$ cat src/rtl/decrypt_key_scheduler.sv
`default_nettype none
// decrypt_key_scheduler: DES key schedule emitted in decryption order (K16 first),
// one 48-bit subkey per valid/ready handshake. Revision 1.0.
module decrypt_key_scheduler (
  input  logic        clk,
  input  logic        rst_n,
  input  logic [63:0] key,
  input  logic        key_valid,
  output logic        key_ready,
  output logic [47:0] subkey,
  output logic        subkey_valid,
  input  logic        subkey_ready,
  output logic [3:0]  subkey_round,
  output logic        subkey_last
);

  typedef enum logic [0:0] {
    IDLE = 1'b0,
    GEN  = 1'b1
  } state_e;

  // Tables hold DES bit numbers (1 = MSB of the source vector).
  localparam int PC1 [56] = '{
    57, 49, 41, 33, 25, 17,  9,
     1, 58, 50, 42, 34, 26, 18,
    10,  2, 59, 51, 43, 35, 27,
    19, 11,  3, 60, 52, 44, 36,
    63, 55, 47, 39, 31, 23, 15,
     7, 62, 54, 46, 38, 30, 22,
    14,  6, 61, 53, 45, 37, 29,
    21, 13,  5, 28, 20, 12,  4
  };

  localparam int PC2 [48] = '{
    14, 17, 11, 24,  1,  5,
     3, 28, 15,  6, 21, 10,
    23, 19, 12,  4, 26,  8,
    16,  7, 27, 20, 13,  2,
    41, 52, 31, 37, 47, 55,
    30, 40, 51, 45, 33, 48,
    44, 49, 39, 56, 34, 53,
    46, 42, 50, 36, 29, 32
  };

  function automatic logic [55:0] pc1(input logic [63:0] k);
    logic [55:0] o;
    o = '0;
    for (int j = 0; j < 56; j++) begin
      o[6'(55 - j)] = k[6'(64 - PC1[j])];
    end
    return o;
  endfunction

  function automatic logic [47:0] pc2(input logic [55:0] cd);
    logic [47:0] o;
    o = '0;
    for (int j = 0; j < 48; j++) begin
      o[6'(47 - j)] = cd[6'(56 - PC2[j])];
    end
    return o;
  endfunction

  state_e      state_q, state_d;
  logic [27:0] c_q, c_d;
  logic [27:0] d_q, d_d;
  logic [3:0]  round_q, round_d;
  logic [55:0] pc1_key;
  logic [3:0]  next_round;
  logic        shift_one;

  assign pc1_key    = pc1(key);
  assign next_round = round_q + 4'd1;
  // Undoing the encryption left shifts: single-bit steps land on rounds 1, 8 and 15.
  assign shift_one  = (next_round == 4'd1) || (next_round == 4'd8) || (next_round == 4'd15);

  always_ff @(posedge clk) begin
    if (!rst_n) begin
      state_q <= IDLE;
      c_q     <= '0;
      d_q     <= '0;
      round_q <= '0;
    end else begin
      state_q <= state_d;
      c_q     <= c_d;
      d_q     <= d_d;
      round_q <= round_d;
    end
  end

  always_comb begin
    state_d      = state_q;
    c_d          = c_q;
    d_d          = d_q;
    round_d      = round_q;
    key_ready    = 1'b0;
    subkey_valid = 1'b0;
    subkey_last  = 1'b0;
    case (state_q)
      IDLE: begin
        key_ready = 1'b1;
        if (key_valid) begin
          c_d     = pc1_key[55:28];
          d_d     = pc1_key[27:0];
          round_d = 4'd0;
          state_d = GEN;
        end
      end
      GEN: begin
        subkey_valid = 1'b1;
        subkey_last  = (round_q == 4'd15);
        if (subkey_ready) begin
          if (round_q == 4'd15) begin
            state_d = IDLE;
          end else begin
            round_d = next_round;
            c_d     = shift_one ? {c_q[0], c_q[27:1]} : {c_q[1:0], c_q[27:2]};
            d_d     = shift_one ? {d_q[0], d_q[27:1]} : {d_q[1:0], d_q[27:2]};
          end
        end
      end
      default: state_d = IDLE;
    endcase
  end

  assign subkey       = pc2({c_q, d_q});
  assign subkey_round = round_q;

endmodule
`default_nettype wire

$ cat config.mk
export PLATFORM = sky130hd
export DESIGN_NAME = decrypt_key_scheduler
export DESIGN_NICKNAME = d
export VERILOG_FILES = /design/src/rtl/decrypt_key_scheduler.sv
export SDC_FILE = /design/constraint.sdc
export NUM_CORES = 1
export LEC_CHECK = 0
export ABC_AREA = 1
export ABC_CLOCK_PERIOD_IN_PS = 2800
export CORE_ASPECT_RATIO = 0.6
export CORE_UTILIZATION = 50
export CTS_CLUSTER_DIAMETER = 120
export DETAILED_ROUTE_END_ITERATION = 8
export HOLD_SLACK_MARGIN = 0.06
export PLACE_DENSITY = 0.95
export SKIP_CTS_REPAIR_TIMING = 1
export SYNTH_ARGS = -nofsm -noshare
export SYNTH_HDL_FRONTEND = slang
export SYNTH_SLANG_ARGS = --single-unit
$ cat constraint.sdc
create_clock -name clk -period 2.8 [get_ports clk]
set_input_delay 0.28 -clock clk [delete_from_list [all_inputs] [get_ports clk]]
set_output_delay 0.28 -clock clk [all_outputs]
set_load 0.02 [all_outputs]
==> results of run 1 <==
## layout by cell type, fill, tap and decap left out, types with 2 or more instances in the layout
| master | instances |
|---|---|
| buf_4 | 9 |
| nor2_1 | 3 |
| bufinv_16 | 2 |
| dfxtp_1 | 61 |
| a21oi_1 | 75 |
| nand4_1 | 2 |
| conb_1 | 22 |
| clkdlybuf4s50_1 | 52 |
| ha_1 | 4 |
| nand3_1 | 116 |
| clkbuf_16 | 9 |
| o21ai_0 | 17 |
| a211oi_1 | 2 |
| inv_1 | 64 |
| clkinv_1 | 4 |
| nand2_1 | 110 |
| clkinv_2 | 3 |
## sequential cells by signal, summed over array words and instances (netlist names)
name and flops:
c_q 28, d_q 28, subkey_round 4, state_q 1
## final cells by class
type,instances,area [um2]
Fill cell,614,2660
Inverter,69,259
Clock buffer,10,239
Sequential cell,61,1220
Clock inverter,5,75.1
Timing Repair Buffer,62,608
Tap cell,87,109
Multi-Input combinational cell,354,1650
## final timing paths
| check | start | cells after the start | to |
|---|---|---|---|
| setup / recovery | subkey_round[1] | 8 | c_q[9] |
| hold reg to reg | c_q[21] | 2 | c_q[21] |
| setup reg to reg | subkey_round[1] | 8 | c_q[9] |
| hold / removal | c_q[21] | 2 | c_q[21] |
## routing by layer
layer	up-vias	wire length (um)	track usage
li1	1718	-	-
met1	1574	3740	0.286
met2	159	3990	0.398
met3	17	757	0.0788
met4	0	115	0.0878
met5	-	0	0
## power breakdown
group          internal [mW]  total, mW  switching (mW)
Sequential             0.916      0.952          0.0366
Combinational          0.195      0.537           0.342
Clock                  0.792       1.17           0.374
## through the flow
step                cell area [um2]  setup WS (ns)
floorplan                      3690          0.981
global placement               3840          0.495
detailed placement             3840          0.443
CTS                            4160          0.478
global route                   4160          0.253
finish                         4160          0.449
## worst max-delay path, stage by stage, from the launching register on
cell	delay [ns]
dfxtp_1	0.49
ha_1	0.25
nand3_1	0.16
nand2_1	0.14
o21ai_2	0.21
inv_2	0.52
buf_12	0.25
nand2_1	0.09
a21oi_1	0.15
## cells by family after synthesis
group | synth area share
flops | 0.338
fa+ha+maj | 0.0139
buf+inv | 0.228
other cells | 0.00104
compound gates | 0.136
simple gates | 0.283
==> flow_metrics.py, run 1 <==
metrics = {
    "run_status": {
        "outcome": "complete, but fails checks",
        "violations": "DRC",
    },
    "yosys": {
        "synth_cell_types": 21,
        "syn_area_um2": 3610,
        "synthesis.instances": 548,
        "ys_ff_latch": 61,
        "synthTopCellsByArea": "dfxtp_1 34%, nand3_1 16%, nand2_1 11%",
        "syn_avg_cell_area_um2": 6.59,
        "synth_common_cells": "116 x nand3_1, 110 x nand2_1, 75 x a21oi_1, 64 x inv_1, 61 x dfxtp_1",
        "synth_flop_cell": "dfxtp_1",
        "synth_edf_count": 0,
        "yosys_warnings": 0,
        "synth_most_common_cell": "nand3_1",
        "yosysTopAreaCell": "dfxtp_1",
        "async_flop_share": 0,
        "ys_seq_area_frac": 0.338,
        "synth_top_area_frac": 0.338,
    },
    "sta": {
        "finalCritPeriodShare": 0.840,
        "holdWs_ns": 0.462,
        "finalHoldViolCount": 0,
        "period_needed_ns": 2.35,
        "rsz0062_at_grt": "false",
        "slew_viol_final": 0,
        "setup_viol_count_final": 0,
        "tns_ns": 0,
        "fmax_mhz": 425,
        "worst_slew_pin_slew_ns": 0.711,
        "fin_skew_ns": 0.00416,
        "slew_headroom": 0.526,
    },
    "critical_path": {
        "reg2reg_slack_ns": 0.45,
        "endpoint_kind": "flip-flop",
        "worst_setup_path_start_kind": "flip-flop",
        "path_class": "reg2reg",
        "critPathArrivalTime_ns": 2.59,
        "cp.required_ns": 3.04,
        "critPathMaxFanout": 32,
    },
    "floorplan": {
        "start_util": 0.530,
        "die_h_um": 67.8,
        "die_area_um2": 7580,
        "rows": 23,
        "core-area_um2": 6820,
        "die_w_um": 112,
        "pin_count": 123,
    },
    "routing": {
        "vias_per_cell": 5.35,
        "drc": 6,
        "drt_iter0_drc": 408,
        "drt-wirelength-per-cell_um": 13.3,
        "wirelength_mm": 8.61,
        "vias": 3468,
        "first_pass_iters": 9,
        "ant_nets": 0,
    },
    "pwr": {
        "p_leak_nw": 1.73,
        "total_power_mw": 2.66,
        "vdd_drop_max_mv": 0.327,
        "p_per_area_nw_per_um2": 639,
    },
    "global_routing": {
        "grt_overflow": 0,
        "grt_pass1_vias": 3073,
        "grt_pass1_wl_mm": 14.0,
        "grt_max_degree": 57,
        "antenna_found_initial": 0,
        "grt_use_total": 0.236,
    },
    "cts": {
        "cts_made_buffers": 9,
        "clkLatencyLatePin_ns": 0.33,
        "cts_tree": "built",
        "path_clk_slew_ns": 0.05,
        "clk_path_buf_depth": 2,
        "root_buffer": "clkbuf_16",
        "htreeDepth": 3,
        "numClockSinks": 61,
    },
    "cells_and_area": {
        "instances_no_fill": 648,
        "fin_nets": 629,
        "fin_util": 0.610,
        "area_growth_pct": 15.1,
        "diodes": 0,
        "drive_above_1_share": 0.0499,
    },
    "place": {
        "port_buffers": 52,
        "gp_congestion": 0.802,
        "hpwl_mm": 5.61,
        "dp.cells": 633,
    },
    "flow_run": {
        "cap_viol_max_count": 0,
    },
    "worst_hold_path": {
        "min_path_type": "reg2reg",
    },
}
No activity file was read; power rests on OpenSTA's default activity.
==> run 2: changes to the inputs <==
--- a/config.mk
+++ b/config.mk
@@ -6,13 +6,13 @@
 export NUM_CORES = 1
 export LEC_CHECK = 0
 export ABC_AREA = 1
-export ABC_CLOCK_PERIOD_IN_PS = 2800
+export ABC_CLOCK_PERIOD_IN_PS = 2210
 export CORE_ASPECT_RATIO = 0.6
-export CORE_UTILIZATION = 50
+export CORE_UTILIZATION = 46
 export CTS_CLUSTER_DIAMETER = 120
 export DETAILED_ROUTE_END_ITERATION = 8
 export HOLD_SLACK_MARGIN = 0.06
-export PLACE_DENSITY = 0.95
+export PLACE_DENSITY = 0.93
 export SKIP_CTS_REPAIR_TIMING = 1
 export SYNTH_ARGS = -nofsm -noshare
 export SYNTH_HDL_FRONTEND = slang
==> constraint.sdc (replaced) <==
create_clock -name clk -period 2.21 [get_ports clk]
set_input_delay 0.221 -clock clk [delete_from_list [all_inputs] [get_ports clk]]
set_output_delay 0.221 -clock clk [all_outputs]
set_load 0.02 [all_outputs]
==> run 2 against run 1 <==
  * Sequential share of layout area decreased by 0.47 points
  * Largest cell class unchanged
  * Total power is 24% higher
  * Sequential power grew 26%
  * Clock skew grew 0.0017 ns
  * The run now ends clean
  * Combinational power rose by 32%
==> flow_metrics.py, run 2 (synthesis results as in run 1) <==
metrics = {
    "cts": {
        "numClockSinks": 61,
        "htreeDepth": 3,
        "clkLatencyLatePin_ns": 0.33,
        "root_buffer": "clkbuf_16",
        "cts_tree": "built",
        "path_clk_slew_ns": 0.05,
        "cts_made_buffers": 9,
        "clk_path_buf_depth": 2,
    },
    "sta": {
        "finalCritPeriodShare": 0.926,
        "finalHoldViolCount": 0,
        "rsz0062_at_grt": "false",
        "fmax_mhz": 489,
        "slew_viol_final": 0,
        "setup_viol_count_final": 0,
        "period_needed_ns": 2.05,
        "tns_ns": 0,
        "holdWs_ns": 0.462,
        "fin_skew_ns": 0.00588,
    },
    "critical_path": {
        "cp_num_cells": 4,
        "reg2reg_slack_ns": 0.40,
        "cp.buffers_inverters": 1,
        "critPathArrivalTime_ns": 1.83,
        "worst_setup_path_start_kind": "flip-flop",
        "crit_family": "buffers and inverters",
        "critPathMaxFanout": 9,
        "worstRegToRegCells": 11,
        "cpPeakStageDelay_ns": 0.62,
        "endpoint_kind": "output port",
        "cp_slowest_cell": "clkdlybuf4s50_1",
        "crit_chain": "ha_1 -> nand3_1 -> nor2_1 -> clkdlybuf4s50_1",
        "startpoint": "subkey_round[0]",
        "cp.required_ns": 1.99,
        "r2r-start": "subkey_round[0]",
        "r2r_end": "d_q[27]",
        "path_class": "reg2out",
    },
    "routing": {
        "vias": 3479,
        "drt_iter0_drc": 341,
        "ant_nets": 0,
        "vias_per_cell": 5.18,
        "first_pass_iters": 5,
        "drt-wirelength-per-cell_um": 13.0,
        "drc": 0,
        "wirelength_mm": 8.73,
    },
    "worst_hold_path": {
        "hold_end": "c_q[17]",
        "worstHoldStart": "c_q[17]",
        "min_path_type": "reg2reg",
        "hold_depth": 2,
    },
    "global_routing": {
        "grt_overflow": 0,
        "gr-usage-met1": 0.294,
        "met2_usage": 0.344,
        "grt_use_total": 0.223,
        "use_met3": 0.0728,
        "grt_busiest_layer": "met2",
        "grt_pass1_wl_mm": 14.3,
        "antenna_found_initial": 0,
        "grt_pass1_vias": 3151,
        "grt_max_degree": 44,
    },
    "pwr": {
        "clockPowerShare": 0.421,
        "p_sw_uw": 977,
        "p_leak_nw": 1.75,
        "power_frac_comb": 0.214,
        "internal-power_mw": 2.32,
        "p_seq_frac": 0.365,
        "vdd_drop_max_mv": 0.358,
        "p_per_area_nw_per_um2": 780,
        "switching_share": 0.296,
    },
    "floorplan": {
        "core-area_um2": 7420,
        "pin_count": 123,
        "rows": 24,
        "die_w_um": 116,
        "die_h_um": 70.6,
        "die_area_um2": 8220,
        "start_util": 0.487,
    },
    "cells_and_area": {
        "final_common_cell": "nand3_1",
        "final_cell_mix": "116 x nand3_1, 110 x nand2_1, 75 x a21oi_1, 64 x inv_1, 60 x dfxtp_1",
        "area_growth_pct": 17.1,
        "fillers": 677,
        "drive_above_1_share": 0.0599,
        "fin_nets": 635,
        "diodes": 0,
    },
    "place": {
        "gp_congestion": 0.821,
        "port_buffers": 52,
        "hpwl_mm": 5.76,
    },
    "flow_run": {
        "cap_viol_max_count": 0,
    },
    "run_status": {
        "outcome": "finished, final reports clean",
    },
}
[run 2: changes by cell type in the layout (fill, tap and decap cells not counted), sizes merged]
cell      delta
buf          +6
bufinv       -1
clkbuf       +2
clkinv       -1
clkinvlp     +1
[run 2: worst max-delay path by stage]
stage	endpoint	slack, ns
2_1_floorplan	c_q[10]	0.42
3_5_place_dp	d_q[27]	0.33
5_1_grt	subkey_last	0.05
3_3_place_gp	d_q[27]	0.39
4_1_cts	subkey_last	0.05
6_report	subkey_last	0.16
[run 2: worst reg2reg max path: cells and delay by family, from the launching register on]
family | cells | cell delay, ns
buffers and inverters | 2 | 0.39
DFF | 1 | 0.41
and+or+nand+nor | 7 | 0.61
adders and majority gates | 1 | 0.21
AOI/OAI and AO/OA | 1 | 0.08
[run 2: layout make-up]
type	instances	area, um2	share of cell area
Timing Repair Buffer	68	678	0.160
Tap cell	104	130	0.0308
Sequential cell	61	1220	0.289
Clock buffer	12	246	0.0582
Clock inverter	4	47.5	0.0112
Multi-Input combinational cell	354	1650	0.389
Inverter	69	259	0.0612
[run 2: power by group through the flow]
stage	combinational, mW	sequential [mW]	clock [mW]
final	0.707	1.20	1.39
after detailed placement	0.692	1.22	0
after floorplan	0.567	1.22	0
after global placement	0.669	1.22	0
after global routing	0.781	1.21	1.46
after CTS	0.698	1.20	1.41
[run 2: per-stage QoR]
step                      std cells  total power [mW]   util  instance area [um2]  setup WS (ns)
final                           672              3.30  0.571                 4230          0.163
after global routing            672              3.45  0.571                 4230         0.0510
after CTS                       672              3.31  0.570                 4230         0.0514
after detailed placement        656              1.92  0.531                 3940          0.326
after global placement          656              1.89  0.531                 3940          0.391
after floorplan                 569              1.78      -                 3690          0.416
[run 2: metal layers]
layer	wire [um]	up-vias	share of wire
li1	-	1731	-
met1	3840	1540	0.44
met2	3970	187	0.45
met3	768	21	0.088
met4	146	0	0.017
met5	0	-	0
